**src/rtl/clk_div_ctrl.sv**
```systemverilog
// Programmable modulo-N divider controller.
// Produces a divided enable (high for H of every N cycles) and a terminal-count
// tick, and accepts new N/H over a valid/ready handshake. A new setting only
// takes effect at a period boundary, so the divided waveform never glitches.
module clk_div_ctrl #(
  parameter int W        = 4,
  parameter int DEF_DIV  = 10,
  parameter int DEF_HIGH = 5
) (
  input  logic         clk,
  input  logic         rst,
  input  logic         start,
  input  logic         stop,
  input  logic         cfg_valid,
  input  logic [W-1:0] cfg_div,
  input  logic [W-1:0] cfg_high,
  output logic         cfg_ready,
  output logic         cfg_err,
  output logic         running,
  output logic [W-1:0] count,
  output logic         div_out,
  output logic         tick
);

  typedef enum logic [1:0] {S_IDLE, S_RUN, S_DRAIN} state_t;

  localparam logic [W-1:0] DEF_DIV_C  = W'(DEF_DIV);
  localparam logic [W-1:0] DEF_HIGH_C = W'(DEF_HIGH);

  state_t         state_q, state_d;
  logic [W-1:0]   count_q, count_d;
  logic [W-1:0]   div_q, div_d;
  logic [W-1:0]   high_q, high_d;
  logic           pend_q, pend_d;
  logic [W-1:0]   pdiv_q, pdiv_d;
  logic [W-1:0]   phigh_q, phigh_d;
  logic           cfg_ready_q;
  logic           cfg_err_q;

  logic           run_now;
  logic           wrap;
  logic           xfer;
  logic           cfg_good;

  // A setting is usable only if the period has at least two cycles and the
  // high time is a non-empty strict subset of it.
  function automatic logic cfg_ok(input logic [W-1:0] d, input logic [W-1:0] h);
    return (d >= W'(2)) && (h >= W'(1)) && (h < d);
  endfunction

  assign run_now  = (state_q != S_IDLE);
  assign wrap     = run_now && (count_q == div_q - W'(1));
  assign xfer     = cfg_valid && cfg_ready_q;
  assign cfg_good = cfg_ok(cfg_div, cfg_high);

  // Next-state logic: sequencing, counting and config staging.
  always_comb begin
    state_d = state_q;
    count_d = count_q;
    div_d   = div_q;
    high_d  = high_q;
    pend_d  = pend_q;
    pdiv_d  = pdiv_q;
    phigh_d = phigh_q;

    case (state_q)
      S_IDLE: begin
        // count stays 0 on the first RUN cycle so a period is exactly N cycles
        count_d = '0;
        if (start && !stop) state_d = S_RUN;
      end
      S_RUN: begin
        count_d = wrap ? '0 : count_q + W'(1);
        if (stop) state_d = S_DRAIN;
      end
      S_DRAIN: begin
        count_d = wrap ? '0 : count_q + W'(1);
        if (start && !stop) state_d = S_RUN;
        else if (wrap)      state_d = S_IDLE;
      end
      default: begin
        state_d = S_IDLE;
        count_d = '0;
      end
    endcase

    if (state_q == S_IDLE) begin
      // No waveform in flight: a staged setting (left over from a final
      // drain wrap) or a fresh one is applied immediately.
      if (pend_q) begin
        div_d  = pdiv_q;
        high_d = phigh_q;
        pend_d = 1'b0;
      end
      if (xfer && cfg_good) begin
        div_d  = cfg_div;
        high_d = cfg_high;
      end
    end else begin
      if (wrap && pend_q) begin
        div_d  = pdiv_q;
        high_d = phigh_q;
        pend_d = 1'b0;
      end
      // A transfer on the wrap cycle is staged for the following boundary.
      if (xfer && cfg_good) begin
        pend_d  = 1'b1;
        pdiv_d  = cfg_div;
        phigh_d = cfg_high;
      end
    end
  end

  // State and configuration registers with synchronous reset.
  always_ff @(posedge clk) begin
    if (rst) begin
      state_q     <= S_IDLE;
      count_q     <= '0;
      div_q       <= DEF_DIV_C;
      high_q      <= DEF_HIGH_C;
      pend_q      <= 1'b0;
      pdiv_q      <= '0;
      phigh_q     <= '0;
      cfg_ready_q <= 1'b1;
      cfg_err_q   <= 1'b0;
    end else begin
      state_q     <= state_d;
      count_q     <= count_d;
      div_q       <= div_d;
      high_q      <= high_d;
      pend_q      <= pend_d;
      pdiv_q      <= pdiv_d;
      phigh_q     <= phigh_d;
      cfg_ready_q <= !pend_d;
      cfg_err_q   <= xfer && !cfg_good;
    end
  end

  // Outputs decode registers only; no input reaches an output combinationally.
  assign cfg_ready = cfg_ready_q;
  assign cfg_err   = cfg_err_q;
  assign running   = run_now;
  assign count     = count_q;
  assign div_out   = run_now && (count_q < high_q);
  assign tick      = wrap;

endmodule
```
**config.mk**
```make
export PLATFORM = sky130hd
export DESIGN_NAME = clk_div_ctrl
export DESIGN_NICKNAME = d
export VERILOG_FILES = /design/src/rtl/clk_div_ctrl.sv
export SDC_FILE = /design/constraint.sdc
export NUM_CORES = 1
export LEC_CHECK = 0
export CAP_MARGIN = 15
export CORE_ASPECT_RATIO = 1.5
export CORE_MARGIN = 2
export CORE_UTILIZATION = 30
export CTS_CLUSTER_SIZE = 40
export DETAILED_ROUTE_END_ITERATION = 6
export GPL_ROUTABILITY_DRIVEN = 0
export GPL_TIMING_DRIVEN = 0
export REMOVE_ABC_BUFFERS = 1
export SYNTH_ARGS = -nofsm -noshare
export SYNTH_HDL_FRONTEND = slang
export SYNTH_SLANG_ARGS = --single-unit
```
**constraint.sdc**
```tcl
create_clock -name clk -period 2.4 [get_ports clk]
set_clock_uncertainty 0.2 [all_clocks]
set_input_delay 0.48 -clock clk [delete_from_list [all_inputs] [get_ports clk]]
set_output_delay 0.48 -clock clk [all_outputs]
set_load 0.01 [all_outputs]
```
==> key figures, run 1 <==
Clocking
  • CTS tree: built
  • CTS buffer count: 3
  • Clock Tree Buf Depth: 2
  • Clk sinks: 25
  • Hold_buf cts: 0
  • H-tree depth: 1
  • Clock root buffer master: clkbuf_8
  • Worst skew pair latency: 0.27 ns
  • CTS clock-pin slew for the worst setup and hold paths: 0.09 ns

Timing
  • Final min period: 2.33 ns
  • F_max: 429 MHz
  • Unrepaired setup endpoints after global routing: false
  • Final Setup Violations: 0
  • Final period util: 0.971
  • Slew Viols, Final: 0
  • Worst-Margin Slew: 0.607 ns
  • Hold Slack: 0.278 ns
  • Rel. slew slack: 0.594
  • Hold Vio Cnt, Final: 0

Run
  • Max Cap Viol: 0

Route
  • Final wirelength: 3110 microns
  • Met3 WL: 66 microns
  • Vias/cell: 5.24
  • WL met2: 1680 microns
  • DRC viols: 0
  • Initial DRC Count: 23
  • Post-route ant nets: 0
  • M1 wire length: 1280 microns
  • DR pass1 iterations: 4
  • Top Layer Used: met4
  • Wire per inst: 13.9 microns
  • Vias: 1174

Global route
  • Total congestion overflow: 0
  • Largest net degree at the start of global routing: 20
  • Vias in the first global route: 1193
  • All-Layer GR Usage: 0.135
  • First-pass GRT wire length: 5300 microns
  • Initial antenna violation count: 0

Synthesis
  • Synth Cell Area: 0.00137 sq mm
  • Yosys reg bits: 25
  • Synth area leader: dfxtp_1
  • Largest cells by area after synthesis: dfxtp_1, ha_1, mux2i_1
  • Yosys top cell area share: 0.366
  • YS warnings: 0
  • Synth async-reset ratio: 0
  • Post-synth EDFFs: 0
  • Most frequent cells after synthesis: dfxtp_1, nor2_1, ha_1, inv_1, mux2i_1
  • Synthesized instance count: 154
  • Seq/Total Area, Yosys: 0.366
  • Synth Area per Inst: 8.89 sq um
  • Cell variety after synth: 34
  • Most frequent cell after synthesis: dfxtp_1
  • Predominant post-synthesis flop cell: dfxtp_1

Critical path
  • Crit-path max FO: 9
  • Worst r2r dst: high_q[0]
  • Reg2reg start: div_q[0]
  • CP arrival: 1.65 ns
  • Worst R2R Setup Slack: 0.17 ns
  • Nature of the critical path endpoint: primary output
  • Cell depth of the worst flop-to-flop path: 7
  • CP startpoint kind: register
  • CP Data Required Time: 1.72 ns
  • CP Class: reg2out

Floorplan
  • Die Wd: 59.2 microns
  • IO Count: 22
  • Core area: 0.00447 sq mm
  • Die area: 0.00513 sq mm
  • Die H: 86.7 microns
  • Starting Density: 0.306
  • Row cnt: 30

Place
  • Placed insts: 218
  • Area of placed instances: 0.00162 sq mm
  • Post-DP HPWL: 2300 microns
  • Buffers on Ports: 21

Layout
  • Post-route cell area: 0.00188 sq mm
  • Area Overhead vs Synth: 37.3%
  • Share of post-route cells with drive strength above 1: 0.210
  • Fin cells: 224
  • Fin nets: 203
  • # diodes: 0

Hold path
  • WHS Path Cells: 2
  • Worst hold path class: reg2reg
  • Hold Path Origin: pdiv_q[0]
  • Hold EP: div_q[0]

Run status
  • Status: finished, final reports clean

Power
  • Tot Pwr: 1.42 mW
  • Maximum VDD drop: 253 uV
  • Leakage: 0.790 nW
  • Pwr Density: 754 mW/mm^2
-- sequential cells by signal (all words and copies together) (netlist names) --
| name | flops |
|---|---|
| high_q | 4 |
| state_q | 2 |
| phigh_q | 4 |
| pdiv_q | 4 |
| cfg_err | 1 |
| pend_q | 1 |
| cfg_ready | 1 |
| count | 4 |
| div_q | 4 |
-- logic make-up (layout without fill, tap and decap cells) --
family                     Yosys count  count (layout)  share of synthesized area
buffers and inverters               18              40                     0.0503
xor gates and xnor gates             8               8                     0.0512
muxes                               10              10                     0.0731
AOI/OAI and AO/OA                   34              34                      0.173
and+or+nand+nor                     46              46                      0.168
adders and majority gates           13              13                      0.119
DFF                                 25              25                      0.366
-- report_power, final --
| part | internal, mW | total, mW | switching [mW] |
|---|---|---|---|
| combinational | 0.298 | 0.630 | 0.331 |
| clock | 0.119 | 0.251 | 0.133 |
| sequential | 0.483 | 0.536 | 0.0538 |
| total | 0.900 | 1.42 | 0.518 |
-- per-layer routing --
metal  vias to the layer above  GRT usage
li1                        597          -
met1                       552      0.141
met2                        18      0.256
met3                         7     0.0134
met4                         0     0.0682
met5                         -          0
-- cell usage in the layout (no fill, tap or decap), types with 4 or more instances in the layout --
master | synthesis | routed
ha_4 | 0 | 5
inv_1 | 13 | 9
clkdlybuf4s50_1 | 0 | 12
ha_1 | 13 | 8
dlygate4sd2_1 | 0 | 4
dfxtp_1 | 25 | 21
nand2_1 | 8 | 8
a31oi_1 | 6 | 6
inv_2 | 0 | 4
or4_1 | 4 | 4
mux2i_1 | 10 | 10
o21ai_0 | 8 | 7
nor2_1 | 18 | 17
-- final cells by class --
class                      count  area (sq um)
inverter                      13          48.8
sequential                    25           510
timing repair buffer          23           218
multi-input combinational    111           997
clock buffer                   4          45.0
fill                         436          2590
tap                           48          60.1
-- stage by stage --
stage	setup TNS, ns	util	worst slack (ns)
3_5_place_dp	-12.66	0.362	-0.796
3_3_place_gp	-12.78	0.362	-0.799
2_1_floorplan	0	-	0.113
6_report	0	0.421	0.0688
5_1_grt	0	0.421	0.00898
4_1_cts	0	0.410	0.00197
-- worst max-delay path by stage --
stage	start	endpoint	depth (start not counted)
after detailed placement	cfg_div[3]	phigh_q[0]	7
after floorplan	cfg_div[1]	pdiv_q[0]	6
final	state_q[1]	running	4
after global placement	cfg_div[3]	phigh_q[0]	7
after CTS	cfg_high[2]	div_q[3]	6
after global routing	state_q[1]	running	4
-- critical path: stages, from the launching register on --
cell,delay [ns]
dfxtp_1,0.38
inv_1,0.11
ha_4,0.22
inv_2,0.11
clkdlybuf4s50_1,0.54
-- timing repair --
action	CTS	global route
pin swaps	5	5
gates resized for setup	43	9
setup buffers	1	1
endpoints found under the setup margin	21	6
No activity file was read; power rests on OpenSTA's default activity.
==> inputs of run 2 (changes only) <==
Settings changed: CTS_CLUSTER_DIAMETER from default to 200.
==> results of run 2 <==
The final DEF is identical to that of run 1; final timing and power are the same.
==> inputs of run 3 (changes only) <==
Settings changed: CELL_PAD_IN_SITES_DETAIL_PLACEMENT from default to 1, CELL_PAD_IN_SITES_GLOBAL_PLACEMENT from default to 1, MAX_ROUTING_LAYER from default to met4, PLACE_DENSITY_LB_ADDON from default to 0.25.
==> run 3 against run 2 <==
Effect of this change:
- non-clock buffer count rose by 2
- via count grew 2.0%
- combinational power up 3%
- final area grew 0.13%
- fmax decreased by 0.53%
- clock power about the same
- setup slack got worse by 0.012 ns
- power rose by 1.4%
- count of clock-buffer cells in the layout stayed put
- critical path depth is 3 higher
==> key figures, run 3 (same netlist as run 1, synthesis figures left out) <==
Run status
  • Status: finished, final reports clean

Power
  • Pwr Density: 763 mW/mm^2 (+1.2%)
  • Gate power share: 0.450 (+0.006)
  • Part of the power in registers: 0.375 (-0.003)
  • Leakage: 0.802 nW (+1.4%)
  • Maximum VDD drop: 314 uV (+24%)
  • Net Switching: 533 uW (+2.9%)
  • Clock power share: 0.174 (-0.003)
  • Internal Power: 904 uW (+0.50%)
  • Sw Ratio: 0.371 (+0.00544)

Layout
  • Fin nets: 205 (+0.99%)
  • Share of post-route cells with drive strength above 1: 0.208 (-0.00236)
  • Post-route cell area: 0.00188 sq mm (+0.13%)
  • Area Overhead vs Synth: 37.5%
  • # diodes: 0 (unchanged)
  • Leading cell type in the layout, fill and taps excluded: dfxtp_1
  • Final core occ: 0.421 (+0.000561)
  • Most frequent cells in the layout: dfxtp_1, nor2_1, clkdlybuf4s50_1

Global route
  • Vias in the first global route: 1308 (+9.6%)
  • Met1 Use GR: 0.173 (+0.0317)
  • Initial antenna violation count: 0 (unchanged)
  • GR Util met2: 0.295 (+0.0394)
  • First-pass GRT wire length: 6140 microns (+16%)
  • Largest net degree at the start of global routing: 20 (unchanged)
  • Layer carrying the most global-route usage: met2
  • GR Util met3: 0.0149 (+0.00149)
  • All-Layer GR Usage: 0.161 (+0.0256)
  • Total congestion overflow: 0 (unchanged)

Clocking
  • Hold_buf cts: 0 (unchanged)
  • CTS clock-pin slew for the worst setup and hold paths: 0.08 ns (about the same)
  • CTS buffer count: 3 (unchanged)
  • CTS tree: built
  • Clock root buffer master: clkbuf_8
  • H-tree depth: 1 (unchanged)
  • Clock Tree Buf Depth: 2 (unchanged)
  • Worst skew pair latency: 0.27 ns (about the same)
  • Clk sinks: 25 (unchanged)

Timing
  • Hold Slack: 0.278 ns (+0.000555 ns)
  • Hold Vio Cnt, Final: 0 (unchanged)
  • Final period util: 0.976 (+0.00514)
  • Worst-Margin Slew: 0.652 ns (+0.0443 ns)
  • Final Setup Violations: 0 (unchanged)
  • Slew Viols, Final: 0 (unchanged)
  • Rel. slew slack: 0.564 (-0.0296)
  • Final min period: 2.34 ns (+0.0123 ns)
  • F_max: 427 MHz (-0.53%)

Critical path
  • CP Data Required Time: 1.72 ns (about the same)
  • CP arrival: 1.66 ns (about the same)
  • CP Class: reg2out
  • CP startpoint kind: register
  • Nature of the critical path endpoint: primary output
  • Crit-path max FO: 4 (-5)

Run
  • Max Cap Viol: 0 (unchanged)

Route
  • DR pass1 iterations: 3 (-1)
  • Post-route ant nets: 0 (unchanged)
  • DRC viols: 0 (unchanged)
  • Initial DRC Count: 10 (-57%)
  • Vias: 1198 (+2.0%)
  • Vias/cell: 5.30 (+1.1%)
  • Wire per inst: 16.5 microns (+19%)
  • Final wirelength: 3730 microns (+20%)

Floorplan
  • Starting Density: 0.306 (unchanged)
  • Die Wd: 59.2 microns (unchanged)
  • IO Count: 22 (unchanged)
  • Die area: 0.00513 sq mm (unchanged)
  • Core area: 0.00447 sq mm (unchanged)
  • Row cnt: 30 (unchanged)
  • Die H: 86.7 microns (unchanged)

Place
  • Buffers on Ports: 21 (unchanged)
  • Post-DP HPWL: 2730 microns (+19%)
  • Area of placed instances: 0.00162 sq mm (unchanged)

Hold path
  • Worst hold path class: reg2reg
-- run 3: repair_timing --
action	in CTS	in global routing
buffers inserted	3	1
pin swaps	2	3
endpoints found under the setup margin	21	14
gates resized for setup	42	6
-- run 3: area by class of cell --
class / count / area, sq um
Multi-Input combinational cell: 111 / 988
Sequential cell: 25 / 507
Tap cell: 48 / 60.1
Timing Repair Buffer: 25 / 233
Inverter: 13 / 48.8
Fill cell: 505 / 2580
Clock buffer: 4 / 45.0
-- run 3: routing by layer --
| layer | vias up | wire length, microns |
|---|---|---|
| met3 | 6 | 58 |
| met5 | - | 0 |
| li1 | 597 | - |
| met1 | 580 | 1490 |
| met2 | 15 | 2110 |
| met4 | 0 | 74 |
-- run 3: power by group through the flow --
stage	Sequential (mW)	Clock, mW	Combinational (mW)
after floorplan	0.533	0	0.342
after global placement	0.541	0	0.510
after global routing	0.551	0.270	0.726
after CTS	0.539	0.258	0.636
final	0.539	0.250	0.647
after detailed placement	0.544	0	0.528
-- run 3: final timing paths --
| check | cells after the start | start | endpoint | slack (ns) |
|---|---|---|---|---|
| max reg2reg | 8 | div_q[0] | high_q[0] | 0.10 |
| min | 2 | phigh_q[3] | high_q[3] | 0.28 |
| min reg2reg | 2 | phigh_q[3] | high_q[3] | 0.28 |
| max | 7 | div_q[0] | tick | 0.06 |
-- run 3: stage by stage --
stage	setup WS (ns)	instances	power (mW)	TNS, ns
6_report	0.0564	226	1.44	0
3_5_place_dp	-0.846	218	1.07	-13.73
2_1_floorplan	0.113	149	0.875	0
3_3_place_gp	-0.768	218	1.05	-12.36
5_1_grt	-0.0372	226	1.55	-0.0372
4_1_cts	0.0144	225	1.43	0
-- run 3: worst max-delay path, stage by stage, from the launching register on --
cell and delay [ns]:
dfxtp_2 0.37, inv_1 0.08, ha_4 0.16, xor2_1 0.25, xnor2_2 0.17, nand3_2 0.13, nor2_1 0.11, buf_2 0.14
